==> src/rtl/bandgap_seq_ctrl.sv <==
// Power-up sequencer and health monitor for N_CH bandgap channels: enables one
// channel at a time, waits a settle time, then confirms its ok comparator.
module bandgap_seq_ctrl #(
  parameter int N_CH        = 4,
  parameter int SETTLE_CYC  = 1024,
  parameter int TIMEOUT_CYC = 4096,
  parameter int CNT_W       = 16
) (
  input  logic            wb_clk_i,
  input  logic            wb_rst_i,
  input  logic [N_CH-1:0] en_req_i,
  input  logic [N_CH-1:0] bg_ok_i,
  input  logic [N_CH-1:0] clr_fault_i,
  output logic [N_CH-1:0] bg_en_o,
  output logic [N_CH-1:0] ch_ready_o,
  output logic [N_CH-1:0] ch_fault_o,
  output logic            busy_o,
  output logic            irq_o
);

  localparam int               CUR_W        = (N_CH > 1) ? $clog2(N_CH) : 1;
  localparam logic [CNT_W-1:0] SETTLE_LAST  = CNT_W'(SETTLE_CYC - 1);
  localparam logic [CNT_W-1:0] TIMEOUT_LAST = CNT_W'(TIMEOUT_CYC - 1);
  localparam logic [N_CH-1:0]  CH_ONE       = N_CH'(1);

  typedef enum logic [1:0] {
    ST_IDLE    = 2'd0,
    ST_SETTLE  = 2'd1,
    ST_WAIT_OK = 2'd2
  } state_t;

  state_t           r_state;
  logic [CUR_W-1:0] r_cur;
  logic [CNT_W-1:0] r_cnt;
  logic             r_busy;
  logic             r_irq;
  logic [N_CH-1:0]  r_ok_meta;
  logic [N_CH-1:0]  r_ok_s;
  logic [N_CH-1:0]  r_en;
  logic [N_CH-1:0]  r_rdy;
  logic [N_CH-1:0]  r_flt;

  logic             w_sel_vld;
  logic [CUR_W-1:0] w_sel;
  logic             w_launch;
  logic [N_CH-1:0]  w_sel_oh;
  logic [N_CH-1:0]  w_cur_oh;
  logic             w_abort;
  logic             w_ok_cur;
  logic             w_ready_ev;
  logic             w_timeout;
  logic [N_CH-1:0]  w_brown;
  logic [N_CH-1:0]  w_fault_ev;
  logic [N_CH-1:0]  w_en_nxt;
  logic [N_CH-1:0]  w_rdy_nxt;
  logic [N_CH-1:0]  w_flt_nxt;

  // Descending scan so the lowest eligible index is the one left selected.
  always_comb begin
    w_sel_vld = 1'b0;
    w_sel     = '0;
    for (int i = N_CH - 1; i >= 0; i--) begin
      if (en_req_i[i] && !r_en[i] && !r_flt[i]) begin
        w_sel_vld = 1'b1;
        w_sel     = CUR_W'(i);
      end
    end
  end

  always_comb begin
    w_launch   = (r_state == ST_IDLE) && w_sel_vld;
    w_sel_oh   = w_launch ? (CH_ONE << w_sel) : '0;
    w_cur_oh   = CH_ONE << r_cur;
    w_abort    = (r_state != ST_IDLE) && ((en_req_i & w_cur_oh) == '0);
    w_ok_cur   = (r_ok_s & w_cur_oh) != '0;
    w_ready_ev = (r_state == ST_WAIT_OK) && !w_abort && w_ok_cur;
    w_timeout  = (r_state == ST_WAIT_OK) && !w_abort && !w_ok_cur &&
                 (r_cnt == TIMEOUT_LAST);
    w_brown    = r_rdy & ~r_ok_s;
    w_fault_ev = w_brown | (w_timeout ? w_cur_oh : '0);
    // A fault event outranks a clear arriving in the same cycle.
    w_en_nxt   = (r_en | w_sel_oh) & ~w_fault_ev & en_req_i;
    w_rdy_nxt  = (r_rdy | (w_ready_ev ? w_cur_oh : '0)) & ~w_brown & en_req_i;
    w_flt_nxt  = (r_flt & ~clr_fault_i) | w_fault_ev;
  end

  always_ff @(posedge wb_clk_i or posedge wb_rst_i) begin
    if (wb_rst_i) begin
      r_state   <= ST_IDLE;
      r_cur     <= '0;
      r_cnt     <= '0;
      r_busy    <= 1'b0;
      r_irq     <= 1'b0;
      r_ok_meta <= '0;
      r_ok_s    <= '0;
      r_en      <= '0;
      r_rdy     <= '0;
      r_flt     <= '0;
    end else begin
      r_ok_meta <= bg_ok_i;
      r_ok_s    <= r_ok_meta;
      r_en      <= w_en_nxt;
      r_rdy     <= w_rdy_nxt;
      r_flt     <= w_flt_nxt;
      r_irq     <= |w_fault_ev;
      case (r_state)
        ST_IDLE: begin
          if (w_sel_vld) begin
            r_cur   <= w_sel;
            r_cnt   <= '0;
            r_busy  <= 1'b1;
            r_state <= ST_SETTLE;
          end
        end
        ST_SETTLE: begin
          if (w_abort) begin
            r_cnt   <= '0;
            r_busy  <= 1'b0;
            r_state <= ST_IDLE;
          end else if (r_cnt == SETTLE_LAST) begin
            r_cnt   <= '0;
            r_state <= ST_WAIT_OK;
          end else begin
            r_cnt <= r_cnt + CNT_W'(1);
          end
        end
        ST_WAIT_OK: begin
          // Abort, ready and timeout all end the sequence for this channel.
          if (w_abort || w_ok_cur || (r_cnt == TIMEOUT_LAST)) begin
            r_cnt   <= '0;
            r_busy  <= 1'b0;
            r_state <= ST_IDLE;
          end else begin
            r_cnt <= r_cnt + CNT_W'(1);
          end
        end
        default: begin
          r_cnt   <= '0;
          r_busy  <= 1'b0;
          r_state <= ST_IDLE;
        end
      endcase
    end
  end

  assign bg_en_o    = r_en;
  assign ch_ready_o = r_rdy;
  assign ch_fault_o = r_flt;
  assign busy_o     = r_busy;
  assign irq_o      = r_irq;

endmodule

==> config.mk <==
export PLATFORM = sky130hd
export DESIGN_NAME = bandgap_seq_ctrl
export DESIGN_NICKNAME = d
export VERILOG_FILES = /design/src/rtl/bandgap_seq_ctrl.sv
export SDC_FILE = /design/constraint.sdc
export NUM_CORES = 1
export LEC_CHECK = 0
export ABC_AREA = 1
export CORE_ASPECT_RATIO = 0.8
export CORE_UTILIZATION = 46
export CTS_CLUSTER_DIAMETER = 40
export DETAILED_ROUTE_END_ITERATION = 8
export MAX_ROUTING_LAYER = met4
export PLACE_DENSITY = 0.68
export SLEW_MARGIN = 20
export SYNTH_ARGS = -nofsm -noshare
export SYNTH_HDL_FRONTEND = slang
export SYNTH_SLANG_ARGS = --single-unit
==> constraint.sdc <==
create_clock -name wb_clk_i -period 4.41 [get_ports wb_clk_i]
set_input_delay 1.1025 -clock wb_clk_i [delete_from_list [all_inputs] [get_ports wb_clk_i]]
set_output_delay 1.1025 -clock wb_clk_i [all_outputs]
set_load 0.02 [all_outputs]
Word level (Yosys, flattened, before mapping)

Cells that the tools add are included.

Latch bits: 0
Memories kept: 0
Flip-flop bits (word level): 42
Input port bits: 14
Output and inout port bits: 14
Bits in read-only memories: 0
Bits in writable memories: 0
Word-level logic and storage cells: 96

Bitwise gates (word level): 16
Eq/ne operators: 8
Reductions and logical operators: 34
Order comparisons: 0
Mux-type cells: 25
$mul: 0
Shift-type cells: 2
Div/mod/pow operators: 0
Add/subtract/negate cells: 1

Operators with widths:

| cell                    | number |
|---|---|
| $mux W16                | 4 |
| $pmux W16 S3            | 1 |
| $and A4 B4 Y4           | 8 |
| $add A16 B1 Y16 const B | 1 |
| $eq A16 B10 Y1 const B  | 1 |
| $eq A16 B12 Y1 const B  | 1 |
| $mux W2                 | 8 |
| $not A4 Y4              | 4 |
| $or A4 B4 Y4            | 4 |
| $logic_and A1 B1 Y1     | 14 |
| $mux W4                 | 3 |
| $logic_not A1 Y1        | 10 |
| $shl A1 B2 Y4 const A   | 2 |
| $mux W1                 | 7 |
| $pmux W2 S3             | 1 |
| $reduce_and A3 Y1       | 2 |
| $logic_not A4 Y1        | 1 |
| $ne A2 B2 Y1 const B    | 2 |
| $reduce_bool A4 Y1      | 1 |
| $reduce_or A4 Y1        | 1 |
| $ne A3 B3 Y1 const B    | 1 |
| $pmux W1 S3             | 1 |
| $eq A2 B1 Y1 const B    | 1 |
| $eq A2 B2 Y1 const B    | 1 |
| 5 further kinds         | 6 |

Logic depth before layout (Yosys ltp)

Depth in word-level cells: 13
Gate-level depth with buffers: 11
Gate-level depth less buffers: 11

Worst setup path after synthesis

OpenSTA, ideal clock, no wires.

Kind: input-to-reg
From: input en_req_i[2]
To: register r_cnt[15]
Library setup time: 74 ps
Path buffers: 2
Setup slack: 2272 ps
Data arrival time: 2064 ps
Stages on the path: 7
Cell sequence: nand3_1 -> nand2_1 -> nor2_1 -> nand2_2 -> buf_2 -> buf_2 -> a21oi_4

Cells in the longest elaborated chain, start to end: 7

RTL lines:

| item                            | line | text |
|---|---|---|
| start: declaration              | 11   | `input logic [N_CH-1:0] en_req_i,` |
| $and A4 B4 Y4                   | 74   | `w_abort = (r_state != ST_IDLE) && ((en_req_i & w_cur_oh) == '0);` |
| $logic_not A4 Y1                | 74   |  |
| $logic_and A1 B1 Y1             | 74   |  |
| $logic_or A1 B1 Y1 (2 in a row) | 129  | `if (w_abort \|\| w_ok_cur \|\| (r_cnt == TIMEOUT_LAST)) begin` |
| $mux W16                        | 129  |  |
| $pmux W16 S3                    | 106  | `case (r_state)` |
| end signal: assignment          | 124  | `r_cnt <= r_cnt + CNT_W'(1);` |
| end signal: assignment          | 134  | `r_cnt <= r_cnt + CNT_W'(1);` |
| end: declaration                | 34   | `logic [CNT_W-1:0] r_cnt;` |

Several ways; a longest one is shown, not always the timed one.
A chain may end at the register's enable or synchronous reset.

Worst setup path after layout

From: input en_req_i[0]
To: register r_cnt[0]

Same word-level chain as after synthesis.

==> flow_summary.toml <==
[critical_path]
crit_path_end_kind = "flop"
critPathLaunchType = "input port"
timing.rr.start = "ch_fault_o[2]"
rr_endpoint = "r_cnt[0]"
arrival_ns = 3.06
reg2reg_depth = 8
crit_type = "input port to flop"
crit_required_ns = 4.64
worstPathMaxFanout = 28
rrSetupSlack_ns = 2.48

[floorplan]
die_h_um = 65.07
rows = 22
pin_count = 28
initial_core_util_pct = 48.88
coreArea_um2 = 4679
dieArea_um2 = 5260
die_w_um = 80.84

[flow_run]
drv_cap = 0

[finish]
instances_no_fill = 369
nFillCells = 436
drive_above_1_share_pct = 12.30
fin_nets = 326
syn2layout_area_growth_pct = 18.82
antenna_cells = 0
fin_area_um2 = 2718

[global_routing]
grt_pass1_vias = 1741
grt_util_all_layers_pct = 20.86
grt_antenna_before_repair = 0
grt_pass1_wl_um = 7886
grt_overflow = 0
grt_max_degree = 29

[power]
leakagePower_nw = 1.302
vdd_ir_drop_max_uv = 199.1
power_density_nw_per_um2 = 438.4

[cts]
hold_buffers = 0
clockBufferDepth = 2
post_cts_buffers = 0
htree_levels = 2
clock_latency_ns = 0.31
cts_tree = "yes"
clk_pin_slew_ns = 0.08
cts.sinks = 42
root_buffer = "clkbuf_8"
post_cts_resized = 0
cts_buffers = 5

[placed_design]
dp_hpwl_um = 3403
pre_cts_ws_ns = 1.267
post_dp_cell_area_um2 = 2609
io_buffers = 27
dp.cells = 361
gp_congestion = 0.8451

[timing]
tightest_slew_ns = 0.5785
finalSetupViolCount = 0
relSlewSlack_pct = 61.30
layout_min_cycle_time_ns = 2.834
fin_ws_ns = 1.576
grt_setup_unrepaired = "false"
fin_crit_sh_pct = 64.26
fmax_mhz = 352.9
slew_violations = 0
fin_skew_ns = 0.007072
setup_tns_ns = 0
finalHoldViolCount = 0

[synth]
synth_seq_cells = 42
syn_inst = 276
ys_warn_count = 0
synth_edf_count = 0
yosys.area.top_type = "dfrtp_1"
syn_nets = 294
synth_area_um2 = 2287
synthTopCellsByArea = "dfrtp_1 (46%), nand2_1 (10%), inv_1 (6.7%)"
synth_area_per_cell_um2 = 8.287
yosysTopAreaCellShare_pct = 45.95
synth-main-ff-cell = "dfrtp_1"
synth.distinct_cells = 30
synthArstFlopShare_pct = 100.0
yosysSeqAreaShare_pct = 45.95

[min_path]
holdPathStages = 0
min-delay-path-class = "flop to flop"
whs_endpoint = "r_ok_s[2]"
min_from = "r_ok_meta[2]"

[detailed_routing]
vias_per_cell = 5.027
ant_nets = 0
drt-initial-drc-count = 148
wl_per_cell_um = 12.31
vias = 1855
drc_errors = 0
totalWireLength_um = 4542
drt_first_pass_iters = 4

[run_status]
outcome = "finished, final reports clean"
-- how the worst max path moves through the flow --
stage                start        end  slack [ns]  depth (start not counted)
2_1_floorplan  en_req_i[2]  r_cnt[15]        2.27                          7
3_5_place_dp   en_req_i[0]   r_cnt[0]        1.27                          8
3_3_place_gp   en_req_i[0]   r_cnt[0]        1.33                          8
4_1_cts        en_req_i[0]   r_cnt[0]        1.58                          8
6_report       en_req_i[0]   r_cnt[0]        1.58                          8
5_1_grt        en_req_i[0]   r_cnt[0]        1.40                          8
-- cell type report --
class                   instances  area (um^2)  share of cell area (%)
flip-flops and latches         42         1051                   38.67
multi-input cells             187         1032                   37.98
repair buffers                 30        292.8                   10.77
inverters                      42        157.7                   5.801
well taps                      60        75.07                   2.762
clock buffers                   5        68.82                   2.532
clock inverters                 3        40.04                   1.473
-- per-stage QoR --
| stage | util [%] | total power, mW | hold slack (ns) |
|---|---|---|---|
| after floorplan | - | 0.8040 | 0.3312 |
| after global placement | 55.75 | 0.8891 | 0.3323 |
| after detailed placement | 55.75 | 0.8945 | 0.3347 |
| after CTS | 58.07 | 1.200 | 0.3538 |
| after global routing | 58.07 | 1.276 | 0.3675 |
| final | 58.07 | 1.191 | 0.3521 |
-- cells in the final DEF, fill, tap and decap left out, types with 2 or more instances in the layout --
| cell | n |
|---|---|
| nand3b_1 | 2 |
| nor3_1 | 3 |
| nor2_1 | 22 |
| a21oi_1 | 7 |
| nand2_4 | 3 |
| nand4_1 | 5 |
| nand2_1 | 61 |
| clkbuf_8 | 5 |
| ha_1 | 4 |
| clkdlybuf4s50_1 | 27 |
| nand2_2 | 6 |
| buf_4 | 3 |
| inv_1 | 41 |
| o21ai_0 | 12 |
| xor2_1 | 8 |
| clkinv_2 | 2 |
| dfrtp_1 | 42 |
| a21oi_2 | 9 |
| nand3_1 | 26 |
| o211ai_1 | 4 |
| nor2_2 | 2 |
| or2_2 | 2 |
| nor2_4 | 2 |
| a31oi_1 | 3 |
-- critical path: stages --
cell             delay (ns)
clkdlybuf4s50_1        0.56
nand3_1                0.14
nand2_1                0.11
nor2_1                 0.06
nand2_2                0.44
inv_1                  0.20
or2_2                  0.31
o21ai_0                0.14
-- sequential cells by signal, summed over array words and instances, names as in the netlist --
name	cells
r_state	2
irq_o	1
ch_fault_o	4
r_ok_meta	4
bg_en_o	4
r_cnt	16
busy_o	1
r_ok_s	4
r_cur	2
ch_ready_o	4
-- cells in the mapped netlist, drive strengths merged, types with 2 or more instances --
cell type and number:
o21ai 12, dfrtp 42, a31oi 3, a21oi 17, nand2 70, nand3b 2
buf 5, nand3 26, o211ai 4, nand4 6, inv 42, xor2 8
ha 4, nor3 3, nor2 26, or2 2
-- report_power, final --
part	switching, mW	total, mW	internal [mW]
Clock	0.138	0.304	0.167
Sequential	0.0379	0.465	0.427
Combinational	0.273	0.422	0.149
Total	0.449	1.19	0.742
-- cell families (layout without fill, tap and decap cells) --
family | count (synthesis) | in the layout | share of synthesized area (%)
flops | 42 | 42 | 45.95
compound gates | 37 | 37 | 10.78
fa+ha+maj | 4 | 4 | 2.188
simple gates | 138 | 138 | 29.10
buf+inv | 47 | 80 | 8.917
xor+xnor | 8 | 8 | 3.064
-- routing by layer --
| layer | wire length [um] | vias up | track usage [%] |
|---|---|---|---|
| met2 | 1819 | 46 | 27.21 |
| met3 | 241 | 8 | 4.648 |
| met5 | 0 | - | - |
| li1 | - | 948 | - |
| met4 | 84 | 0 | 8.482 |
| met1 | 2397 | 853 | 30.78 |
Note: power is estimated with default switching activity, not from simulation.
